<file path="config.mk">
export PLATFORM = sky130hd
export DESIGN_NAME = mov_seq_ctrl
export DESIGN_NICKNAME = d
export VERILOG_FILES = /design/src/rtl/mov_seq_ctrl.sv
export SDC_FILE = /design/constraint.sdc
export NUM_CORES = 1
export LEC_CHECK = 0
export BUFFER_PORTS_ARGS = -buffer_cell sky130_fd_sc_hd__buf_2
export CORE_UTILIZATION = 41
export CTS_BUF_LIST = sky130_fd_sc_hd__clkbuf_16
export DETAILED_ROUTE_END_ITERATION = 8
export GPL_ROUTABILITY_DRIVEN = 0
export PLACE_DENSITY = 0.7
export SYNTH_ARGS = -nofsm -noshare
export SYNTH_HDL_FRONTEND = slang
export SYNTH_SLANG_ARGS = --single-unit
</file>
<file path="constraint.sdc">
create_clock -name CLK -period 2.2 [get_ports CLK]
set_input_delay 0.22 -clock CLK [delete_from_list [all_inputs] [get_ports CLK]]
set_output_delay 0.22 -clock CLK [all_outputs]
set_load 0.01 [all_outputs]
</file>
<file path="src/rtl/mov_seq_ctrl.sv">
// Fetch/decode/execute sequencer for register-move instructions.
// Fetches over a req/ack port, performs one RF read then one RF write per MOV.
module mov_seq_ctrl #(
  parameter int              ADDR_W   = 16,
  parameter int              DATA_W   = 16,
  parameter logic [ADDR_W-1:0] RESET_PC = '0,
  parameter logic [7:0]      MOV_OPC  = 8'h01,
  parameter logic [7:0]      NOP_OPC  = 8'h00
) (
  input  logic              CLK,
  input  logic              RST,
  input  logic              RUN,
  input  logic              CLR_ERR,
  output logic              IMEM_REQ,
  output logic [ADDR_W-1:0] IMEM_ADDR,
  input  logic              IMEM_ACK,
  input  logic [15:0]       IMEM_DATA,
  output logic [3:0]        RF_RADDR,
  input  logic [DATA_W-1:0] RF_RDATA,
  output logic              RF_WE,
  output logic [3:0]        RF_WADDR,
  output logic [DATA_W-1:0] RF_WDATA,
  output logic              BUSY,
  output logic              ILLEGAL,
  output logic [ADDR_W-1:0] PC,
  output logic [15:0]       RETIRED
);

  typedef enum logic [2:0] {
    S_IDLE   = 3'd0,
    S_FETCH  = 3'd1,
    S_DECODE = 3'd2,
    S_READ   = 3'd3,
    S_WRITE  = 3'd4,
    S_HALT   = 3'd5
  } state_t;

  localparam logic [ADDR_W-1:0] PC_ONE = {{(ADDR_W-1){1'b0}}, 1'b1};

  state_t              state_q, state_d;
  logic [ADDR_W-1:0]   pc_q, pc_d;
  logic [15:0]         ir_q, ir_d;
  logic                illegal_q, illegal_d;
  logic [15:0]         retired_q, retired_d;

  always_ff @(posedge CLK or posedge RST) begin
    if (RST) begin
      state_q   <= S_IDLE;
      pc_q      <= RESET_PC;
      ir_q      <= '0;
      illegal_q <= 1'b0;
      retired_q <= '0;
    end else begin
      state_q   <= state_d;
      pc_q      <= pc_d;
      ir_q      <= ir_d;
      illegal_q <= illegal_d;
      retired_q <= retired_d;
    end
  end

  // All strobes are decoded from the registered state, so reset clears them asynchronously.
  always_comb begin
    state_d   = state_q;
    pc_d      = pc_q;
    ir_d      = ir_q;
    illegal_d = illegal_q;
    retired_d = retired_q;
    IMEM_REQ  = 1'b0;
    RF_RADDR  = '0;
    RF_WE     = 1'b0;
    RF_WADDR  = '0;
    RF_WDATA  = '0;
    case (state_q)
      S_IDLE: begin
        if (RUN) state_d = S_FETCH;
      end
      S_FETCH: begin
        IMEM_REQ = 1'b1;
        if (IMEM_ACK) begin
          ir_d    = IMEM_DATA;
          pc_d    = pc_q + PC_ONE;
          state_d = S_DECODE;
        end
      end
      S_DECODE: begin
        if (ir_q[7:0] == MOV_OPC) begin
          state_d = S_READ;
        end else if (ir_q[7:0] == NOP_OPC) begin
          retired_d = retired_q + 16'd1;
          state_d   = RUN ? S_FETCH : S_IDLE;
        end else begin
          illegal_d = 1'b1;
          state_d   = S_HALT;
        end
      end
      S_READ: begin
        RF_RADDR = ir_q[15:12];
        state_d  = S_WRITE;
      end
      S_WRITE: begin
        RF_RADDR  = ir_q[15:12];
        RF_WE     = 1'b1;
        RF_WADDR  = ir_q[11:8];
        RF_WDATA  = RF_RDATA;
        retired_d = retired_q + 16'd1;
        state_d   = RUN ? S_FETCH : S_IDLE;
      end
      S_HALT: begin
        if (CLR_ERR) begin
          illegal_d = 1'b0;
          state_d   = S_IDLE;
        end
      end
      default: state_d = S_IDLE;
    endcase
  end

  assign IMEM_ADDR = pc_q;
  assign PC        = pc_q;
  assign ILLEGAL   = illegal_q;
  assign RETIRED   = retired_q;
  assign BUSY      = (state_q != S_IDLE) && (state_q != S_HALT);

endmodule

</file>
==> results.ini <==
[cells_and_area]
fill_cells = 540
nets = 376
final_area_sq_um = 3350
stdcell_count = 413
utilization_pct = 55.3
n_antenna_cell = 0
drive_gt1_share_pct = 43.5
syn_to_final_growth_pct = 27.1

[yosys]
avgSynthCellArea_sq_um = 11.0
synth_top_area_share_pct = 49.3
yosysTopAreaCell = dfrtp_1
synthCells = 240
yosys_warnings = 0
ys_top_cells_by_area = dfrtp_1, xnor2_1, mux2_2
async_reset_ff_share_pct = 100
synth_ff_type = dfrtp_1
ys_types = 35
synth-seq-cells = 52
syn-num-nets = 279
syn_area_sq_um = 2640
seq_area_frac_synth_pct = 49.3
synth_edf_count = 0

[die]
initial_core_util_pct = 43.6
io_pins = 113
die_w_um = 82.2
rows = 28
die-area_sq_um = 6760
die_h_um = 82.2
core_area_sq_um = 6060

[timing]
tightest_slew_ns = 0.682
max_slew_margin_pct = 54.5
fin_setup_tns_ns = 0
timing.clock.skew_ns = 0.00287
finalHoldViolCount = 0
hold_slack_ns = 0.0352
setup_slack_ns = 0.126
period_needed_ns = 2.07
fmax_mhz = 482
setup_viol = 0
rsz0062_at_grt = no
period_share_pct = 94.3
slew_viol_final = 0

[grt]
antenna_found_initial = 0
grt_max_degree = 32
grt_first_pass_wirelength_um = 8490
grt.total_usage_pct = 16.6
overflow = 0
grt_pass1_vias = 1820

[drt]
antenna_violating_nets_post_route = 0
totalWireLength_um = 5380
vias_per_cell = 4.91
drt_iter0_markers = 94
wl_per_cell_um = 13.0
drcViolationCount = 0
first_pass_iters = 4
vias = 2029

[critical_path]
crit_buf_inv = 2
cp.required_ns = 1.98
setup.worst_path.class = flop to output port
crit_path_max_incr_delay_ns = 0.65
path_max_fanout = 21
crit_family = flip-flops
worstSetupEndpointType = output port
crit_slowest_cell = dfrtp_1
cp.arrival_ns = 1.85
critPathLaunchType = flop
worstSetupPathDepth = 4
crit_chain = nor3b_2 > buf_4 > and2_1 > buf_2
reg2regPathDepth = 3

[clock_tree]
cts-root-buf = clkbuf_16
clock-sinks = 52
cts_tree = done
cts.path.max_buffers = 2
holdBufCountCts = 0
cts.repair.resized = 0
post_cts_buffers = 0
cts_made_buffers = 5
insertion_delay_ns = 0.29
htree_levels = 2
clk_pin_slew_ns = 0.07

[run_status]
status = complete, no violations

[power]
power.leakage_nw = 1.70
vdd.ir_drop.worst_uv = 685
p_per_area_nw_per_um2 = 1080
p_total_mw = 3.62

[place]
dpl.cell_count = 405
dp_hpwl_um = 4080
pre_cts_slack_ns = 0.423
portBuffers = 112
dpl_cell_area_sq_um = 3190

[hold_path]
holdCritPathClass = primary input to asynchronous set/reset pin

[flow_run]
drv_cap = 0

[Yosys cell counts (all sizes together), types with 2 or more instances]
cell type and n:
a21oi 2, and2 24, and3 5, and4 2, buf 22, clkbuf 3
dfrtp 52, ha 2, inv 7, mux2 18, mux2i 2, nand2 11
nand2b 3, nand3 11, nand4 13, nor2 9, nor2b 2, nor3 6
o21ai 2, or3 4, xnor2 25, xor2 5
[final timing paths]
check / start / to / slack [ns]
worst max-delay path: state_q[2] / RF_WDATA[2] / 0.13
worst min-delay path: RST / IMEM_ADDR[13] / 0.04
worst max register to register: ir_q[4] / RETIRED[1] / 0.39
worst min register to register: RETIRED[15] / RETIRED[15] / 0.47
max in group asynchronous: RST / IMEM_ADDR[14] / 1.62
min in group CLK: IMEM_DATA[11] / ir_q[11] / 0.16
[worst reg2reg max path, delay by kind of cell (launching register included)]
| family | cells | cell delay [ns] |
|---|---|---|
| muxes | 1 | 0.36 |
| and+or+nand+nor | 1 | 0.58 |
| DFF | 1 | 0.39 |
| AOI/OAI and AO/OA | 1 | 0.36 |
[final cells by class]
type	count	area, sq um	share of cell area, %
Inverter	7	26.3	0.783
Clock buffer	5	125	3.73
Timing Repair Buffer	115	608	18.1
Tap cell	75	93.8	2.80
Multi-Input combinational cell	156	1160	34.5
Clock inverter	3	42.5	1.27
Sequential cell	52	1300	38.8
[flip-flops by register name, indices dropped and copies added, names as in the netlist]
name	flops
RETIRED	16
IMEM_ADDR	16
ILLEGAL	1
ir_q	16
state_q	3
[power by group]
part	total (mW)	switching [mW]	internal [mW]
clock	0.873	0.339	0.534
combinational	1.21	0.563	0.645
sequential	1.54	0.314	1.22
[metal layers]
metal  GRT usage (%)  wire length (um)
met4            5.26                66
met2            28.6              2700
met3            3.85               262
met1            20.6              2360
met5               0                 0
[cells by family after synthesis]
kind of cell / Yosys count / synth area share, %
multiplexers: 20 / 8.44
flip-flops: 52 / 49.3
buffers and inverters: 32 / 7.44
XOR/XNOR: 30 / 9.95
adder cells (fa/ha/maj): 2 / 0.948
AO/OA/AOI/OAI: 8 / 2.32
AND/OR/NAND/NOR: 96 / 21.6
[placed cells by master, fill, tap and decap left out, types with 2 or more instances in the layout]
cell type,instances
a21oi_1,2
and2_1,24
and3_1,5
and4_1,2
buf_12,2
buf_2,112
clkbuf_16,5
dfrtp_1,52
ha_1,2
inv_1,6
mux2_2,18
mux2i_1,2
nand2_1,11
nand2b_1,3
nand3_1,11
nand4_1,12
nor2_1,9
nor2b_1,2
nor3_1,6
o21ai_0,2
or3_1,4
xnor2_1,25
xor2_1,5
Note: power is estimated with default switching activity, not from simulation.
